### config.mk
export PLATFORM = sky130hd
export DESIGN_NAME = aes_mixcol_seq
export DESIGN_NICKNAME = d
export VERILOG_FILES = /design/src/rtl/aes_mixcol_seq.sv
export SDC_FILE = /design/constraint.sdc
export NUM_CORES = 1
export LEC_CHECK = 0
export BUFFER_PORTS_ARGS = -buffer_cell sky130_fd_sc_hd__buf_2
export CAP_MARGIN = 20
export CORE_MARGIN = 2
export CORE_UTILIZATION = 50
export CTS_CLUSTER_SIZE = 16
export DETAILED_ROUTE_END_ITERATION = 10
export PLACE_DENSITY = 0.81
export SYNTH_ARGS = -nofsm -noshare
export SYNTH_HDL_FRONTEND = slang
export SYNTH_SLANG_ARGS = --single-unit
### constraint.sdc
create_clock -name clk -period 1.59 [get_ports clk]
set_input_delay 0.159 -clock clk [delete_from_list [all_inputs] [get_ports clk]]
set_output_delay 0.159 -clock clk [all_outputs]
set_load 0.01 [all_outputs]
### src/rtl/aes_mixcol_seq.sv
// rtl/aes_mixcol_seq.sv - sequential AES MixColumns/InvMixColumns engine, COLS_PER_CYCLE columns per RUN cycle
// Optional AES_MIXCOL_BYPASS_EN adds a bypass input that passes the state through unmodified.
module aes_mixcol_seq #(
  parameter int COLS_PER_CYCLE = 1
) (
  input  logic         clk,
  input  logic         rst_n,
  input  logic         in_valid,
  output logic         in_ready,
  input  logic         inv,
`ifdef AES_MIXCOL_BYPASS_EN
  input  logic         bypass,
`endif
  input  logic [127:0] state_in,
  output logic         out_valid,
  input  logic         out_ready,
  output logic [127:0] state_out,
  output logic         busy
);
  localparam int         NUM_RUN  = 4 / COLS_PER_CYCLE;
  localparam logic [1:0] LAST_CNT = 2'(NUM_RUN - 1);

  if (COLS_PER_CYCLE != 1 && COLS_PER_CYCLE != 2 && COLS_PER_CYCLE != 4) begin : g_bad_cols
    $error("aes_mixcol_seq: COLS_PER_CYCLE must be 1, 2 or 4");
  end

  typedef enum logic [1:0] {IDLE, RUN, DONE} state_t;

  state_t         state_q, state_d;
  logic [1:0]     cnt_q, cnt_d;
  logic [127:0]   work_q, work_d;
  logic [127:0]   out_q, out_d;
  logic           inv_q, inv_d;
  logic           bypass_act;
  logic [1:0]     sel;

  function automatic logic [7:0] xtime(input logic [7:0] b);
    return {b[6:0], 1'b0} ^ (b[7] ? 8'h1B : 8'h00);
  endfunction

  // 2x/4x/8x multiples are shared by both directions; every coefficient is an XOR of them
  function automatic logic [31:0] mix_col(input logic [31:0] col, input logic inv_i);
    logic [7:0]  a  [4];
    logic [7:0]  x2 [4];
    logic [7:0]  x4 [4];
    logic [7:0]  x8 [4];
    logic [31:0] res;
    for (int i = 0; i < 4; i++) begin
      a[i]  = col[31-8*i -: 8];
      x2[i] = xtime(a[i]);
      x4[i] = xtime(x2[i]);
      x8[i] = xtime(x4[i]);
    end
    res = '0;
    for (int r = 0; r < 4; r++) begin
      if (inv_i)
        res[31-8*r -: 8] = (x8[2'(r)]   ^ x4[2'(r)]   ^ x2[2'(r)])
                         ^ (x8[2'(r+1)] ^ x2[2'(r+1)] ^ a[2'(r+1)])
                         ^ (x8[2'(r+2)] ^ x4[2'(r+2)] ^ a[2'(r+2)])
                         ^ (x8[2'(r+3)] ^ a[2'(r+3)]);
      else
        res[31-8*r -: 8] = x2[2'(r)] ^ (x2[2'(r+1)] ^ a[2'(r+1)]) ^ a[2'(r+2)] ^ a[2'(r+3)];
    end
    return res;
  endfunction

`ifdef AES_MIXCOL_BYPASS_EN
  logic bypass_q, bypass_d;
  assign bypass_act = bypass_q;
`else
  assign bypass_act = 1'b0;
`endif

  always_comb begin
    state_d = state_q;
    cnt_d   = cnt_q;
    work_d  = work_q;
    out_d   = out_q;
    inv_d   = inv_q;
    sel     = '0;
`ifdef AES_MIXCOL_BYPASS_EN
    bypass_d = bypass_q;
`endif
    unique case (state_q)
      IDLE: begin
        if (in_valid) begin
          work_d  = state_in;
          inv_d   = inv;
          cnt_d   = '0;
          state_d = RUN;
`ifdef AES_MIXCOL_BYPASS_EN
          bypass_d = bypass;
`endif
        end
      end
      RUN: begin
        // Only COLS_PER_CYCLE mix units exist; the counter steers them across the state
        for (int j = 0; j < COLS_PER_CYCLE; j++) begin
          sel = 2'(int'(cnt_q) * COLS_PER_CYCLE + j);
          if (!bypass_act)
            work_d[127-32*int'(sel) -: 32] = mix_col(work_q[127-32*int'(sel) -: 32], inv_q);
        end
        cnt_d = cnt_q + 2'd1;
        if (cnt_q == LAST_CNT) begin
          state_d = DONE;
          out_d   = work_d;
        end
      end
      DONE: begin
        if (out_ready) state_d = IDLE;
      end
      default: state_d = IDLE;
    endcase
  end

  always_ff @(posedge clk or negedge rst_n) begin
    if (!rst_n) begin
      state_q <= IDLE;
      cnt_q   <= '0;
      work_q  <= '0;
      out_q   <= '0;
      inv_q   <= 1'b0;
`ifdef AES_MIXCOL_BYPASS_EN
      bypass_q <= 1'b0;
`endif
    end else begin
      state_q <= state_d;
      cnt_q   <= cnt_d;
      work_q  <= work_d;
      out_q   <= out_d;
      inv_q   <= inv_d;
`ifdef AES_MIXCOL_BYPASS_EN
      bypass_q <= bypass_d;
`endif
    end
  end

  assign in_ready  = (state_q == IDLE);
  assign busy      = (state_q != IDLE);
  assign out_valid = (state_q == DONE);
  assign state_out = out_q;

endmodule

[Yosys cells after proc, flatten, opt, wreduce, memory -nomap -nowiden]
Cells that the tools add are included.
Operators by class
  add/sub/neg operators: 3
  $mul: 0
  div/mod/pow operators: 0
  order comparisons: 0
  equal/unequal tests: 6
  shifts and indexed selects: 2
  multiplexer cells: 9
  bitwise operators: 0
  reduce and logical (&&, ||, !) cells: 6
Operators by type and width (number)
  $pmux W128 S2: 1
  $shift A32 B33 Y159 const A: 1
  $shiftx A1 B33 Y159 const A: 1
  $bwmux W128: 1
  $mux W128: 1
  $neg A8 Y33: 1
  $mux W2: 4
  $sub A7 B7 Y8 const A: 1
  $pmux W2 S3: 1
  $eq A2 B2 Y1 const B: 2
  $ne A2 B2 Y1 const B: 2
  $pmux W2 S2: 1
  $reduce_and A2 Y1: 2
  $reduce_bool A2 Y1: 2
  $reduce_and A3 Y1: 1
  $add A2 B1 Y2 const B: 1
  $eq A2 B1 Y1 const B: 1
  $logic_not A2 Y1: 1
  $ne A2 B1 Y1 const B: 1
Storage, ports and cells
  flip-flop bits (word level): 260
  bits in latches: 0
  RAM bits: 0
  bits in read-only memories: 0
  output and inout bits: 131
  logic and storage cells: 30
  memories kept: 0

[Depth between registers and ports, before layout]
  word-level depth: 5
  gate-level depth with buffers: 7

[Worst setup path before layout]
OpenSTA, ideal clock, no wires.
  kind: flip-flop to flip-flop
  from: register cnt_q[0]
  to: register state_q[1]
  library setup time: 0.130 ns
  arrival: 1.253 ns
  slack: 0.207 ns
  stages on the path, launching flop included: 7
  buffers on the path: 3
  cells stage by stage: dfrtp_1 > ha_1 > nand3b_4 > buf_6 > buf_6 > buf_2 > o21ai_0
On the way
  word-level cells in the longest chain between the ends: 3
RTL lines
  from (decl): RTL line 30  | logic [1:0] cnt_q, cnt_d;
  from (signal assigned): RTL line 128  | cnt_q <= cnt_d;
  $eq A2 B2 Y1: RTL line 104  | if (cnt_q == LAST_CNT) begin
  $ne A2 B2 Y1 (no source line)
  $reduce_and A3 Y1 (no source line)
  to (signal assigned): RTL line 127  | state_q <= state_d;
  to (decl): RTL line 29  | state_t state_q, state_d;
No other way between the ends.
A chain may end at the register's enable or synchronous reset.

[Worst setup path in the final report]
  from: register state_q[0]
  to: register out_q[72] (netlist: state_out[72])
On the way
  word-level cells in the longest chain between the ends: 2
RTL lines
  $eq A2 B1 Y1
  $reduce_and A2 Y1 (no source line)
  to (signal assigned): RTL line 130  | out_q <= out_d;
  to (decl): RTL line 32  | logic [127:0] out_q, out_d;
No other way between the ends.

==> metrics <==
Peak Freq a little over 600 MHz; max cap viols 0; Worst R2R Setup Slack -0.04 ns; reg-to-reg endpoint state_out[72]$_DFFE_PN0P_; Total Routing Usage GR between 20% and 30%; post-DP HPWL between 10000 and 15000 um; CTS tree yes; # rows 50; cell with the most instances after synthesis dfrtp_1; status finished, violations left; Reg clk slew, reported paths approximately 0.060 ns; Final Hold Fails 0; core region area around 0.019 mm2; Synth Area per Inst slightly above 10 um2; first-pass GRT wire length around 44000 um; Clock Tree Root clkbuf_16; synthesis-to-layout area growth 38.0%; Clock Tree Buf Depth 3; Synth Register Bits about 230; peak supply drop roughly 1.1 mV; number of buffers and inverters on the critical path 4; Antenna Violating Nets Remaining 0; TritonCTS Buffers 24; IO buf count 230; Place WS roughly 0.07 ns; critical path launch point type flop; Seq/Total Area, Yosys around three fifths; post-synth net total between 1000 and 1500; DRC Markers 0; Final Cycle Share 103%; Cell Chain, Critical Path buf_6 > buf_6 > nand3b_4 > buf_12 > buf_16 > o21ai_0; Die ar. between 0.02 and 0.025 mm2; slowest cell delay on critical path 0.45 ns; Initial Utilization 51.3%; largest cells by area after synthesis dfrtp_1 (59%), o2bb2ai_1 (8.7%), nand2_1 (7.5%); Cell Area, Synth just under 0.01 mm2; layout cells sized above 1 about a quarter; Post-Synth XOR/XNOR Area 0%; critical path required time 1.96 ns; Least-Margin Pin Slew around 0.50 ns; GR Overflow Total 0; worst skew pair latency around 0.5 ns; minimum clock period 1.63 ns; Critical Path AT ~2.0 ns; Synth area leader dfrtp_1; Die X-Extent between 100 and 150 um; Post-Syn Instances 945; max-slew violation count 0; CP max FO 13; Crit. End Element flop; Final #Nets 1409; Synth warnings 0; antenna violations before repair 0; adder-cell share of the synthesized area 0.518%; number of synthesized flops with an enable pin 0; post-synthesis compound-gate area fraction 19.2%; share of the synthesized area in the top cell type 59.1%; count of final setup violators 2; average wire per standard cell 18.7 um; Most common cell on crit path buf_6; RD Place Congestion between 0.7 and 0.8; most common library cells after synthesis dfrtp_1 (228), nand2_1 (192), a21oi_1 (97); CP max-delay cell dfrtp_4; Synth Flop Type dfrtp_1; via/cell ratio roughly 5.5; Worst Skew about 0.0075 ns; Starting DRT DRC Count 643; asr flop ratio synth 100%; placed insts between 1000 and 1500; final cell count without fillers 1550; Relative slew margins around 67%; Setup CP Type flop to flop; number of I/O pins 264; worst setup margin -0.0419 ns; Fillers roughly 1300; Post-DP Area around 0.011 mm2; largest net degree at the start of global routing 99; simple-gate share of the synthesized area between 15 and 20%; origin of the critical flop-to-flop path state_q[0]$_DFFE_PN0P_; leak pwr roughly 6.5 nW; Hold Path Class primary input to asynchronous set/reset pin; largest family of logic cells by synthesized area compound AO/OA/AOI/OAI gates; post-synthesis mux area share 0%; drt total wl around 29000 um; via count roughly 8500; H-tree levels 1; vias in the first global route 8530; failing checks setup timing; Design Area, Final 0.0133 mm2; critical path's top delay family buffers and inverters; Clock Sinks between 200 and 250; DRT Pass-1 Iters 5; multi-input logic area 0.00351 mm2; PD cells around 1800 mW/mm2; FF-to-FF path depth 6; synth unique cells 20; Sequential cell area 0.00571 mm2; Die H ~140 um; RSZ-0062 raised after global routing yes
[metal layers]
layer / routed length, um / global-route usage (%) / up-vias
li1: - / - / 3865
met1: 11400 / 33.4 / 4099
met2: 14400 / 45.6 / 422
met3: 2150 / 5.26 / 94
met4: 1140 / 10.5 / 0
met5: 0 / 0 / -
[worst register-to-register path, delay by kind of cell, from the launching register on]
kind	cells	cell delay, ns
buffers and inverters	4	0.59
DFF	1	0.45
AOI/OAI and AO/OA	1	0.35
and+or+nand+nor	1	0.11
[state kept, by name, summed over array words and instances (netlist names)]
signal / cells
state_out: 128
work_q: 96
cnt_q: 2
state_q: 2
[placed cells by master (no fill, tap or decap)]
master / count
clkbuf_1: 5
and2b_4: 1
buf_2: 227
nor2_1: 1
buf_12: 16
inv_1: 7
buf_4: 23
clkinv_2: 4
clkbuf_8: 6
dfrtp_1: 226
nand2b_4: 1
inv_2: 1
o21ai_1: 18
bufbuf_16: 1
dlygate4sd3_1: 98
o21ai_0: 83
buf_16: 2
clkinvlp_4: 1
and2b_1: 1
buf_6: 4
and2_1: 32
dfrtp_2: 1
o2bb2ai_1: 96
diode_2: 1
nand3b_4: 1
clkbuf_16: 32
a21o_1: 3
nor2_4: 1
nor2b_1: 96
buf_8: 2
dfrtp_4: 1
nand2b_1: 3
nand2_1: 192
a21oi_1: 97
clkinv_4: 1
bufinv_16: 1
ha_1: 4
[repair_timing]
| item | CTS | global route |
|---|---|---|
| endpoints found under the setup margin | 3 | 102 |
| gates cloned | 1 | 9 |
| endpoints found under the hold margin | 309 | 0 |
| buffers inserted | 7 | 3 |
| resized for setup | 11 | 14 |
| hold buffers | 98 | 0 |
[where the power goes]
part           switching (W)  internal, W  leakage (nW)
sequential           0.00140      0.00785          3.03
clock                0.00229      0.00331         0.391
combinational        0.00524      0.00402          3.05
total                0.00892       0.0152          6.47
[worst max path at each step]
stage	start	end	slack, ns	depth (start not counted)
after CTS	state_q[0]$_DFFE_PN0P_	state_out[48]$_DFFE_PN0P_	-0.03	5
after floorplan	cnt_q[0]$_DFFE_PN0P_	state_q[1]$_DFFE_PN0P_	0.21	6
after detailed placement	cnt_q[0]$_DFFE_PN0P_	state_out[47]$_DFFE_PN0P_	0.07	4
final	state_q[0]$_DFFE_PN0P_	state_out[72]$_DFFE_PN0P_	-0.04	6
after global placement	cnt_q[0]$_DFFE_PN0P_	state_out[60]$_DFFE_PN0P_	0.12	4
after global routing	state_q[0]$_DFFE_PN0P_	state_out[68]$_DFFE_PN0P_	-0.09	7
[cell families after synthesis]
group                    after synthesis
flip-flops                           228
AO/OA/AOI/OAI                        297
adder cells (fa/ha/maj)                4
buffers and inverters                 88
AND/OR/NAND/NOR                      328
[layout make-up]
class	count	share of cell area (%)
flip-flops and latches	228	42.9
inverters	8	0.225
diodes	1	0.0188
well taps	260	2.44
multi-input cells	630	26.4
repair buffers	380	22.1
clock inverters	7	0.498
clock buffers	36	5.46
[through the flow]
stage                     util, %  total power (W)  TNS [ns]  hold WS, ns
after floorplan                 -           0.0141         0       -0.137
after global placement       59.2           0.0169         0        0.110
after detailed placement     59.2           0.0173         0        0.109
after CTS                    69.3           0.0235    -0.332        0.167
after global routing         70.7           0.0256    -0.227        0.196
final                        70.7           0.0241   -0.0627        0.162
Note: power is estimated with default switching activity, not from simulation.
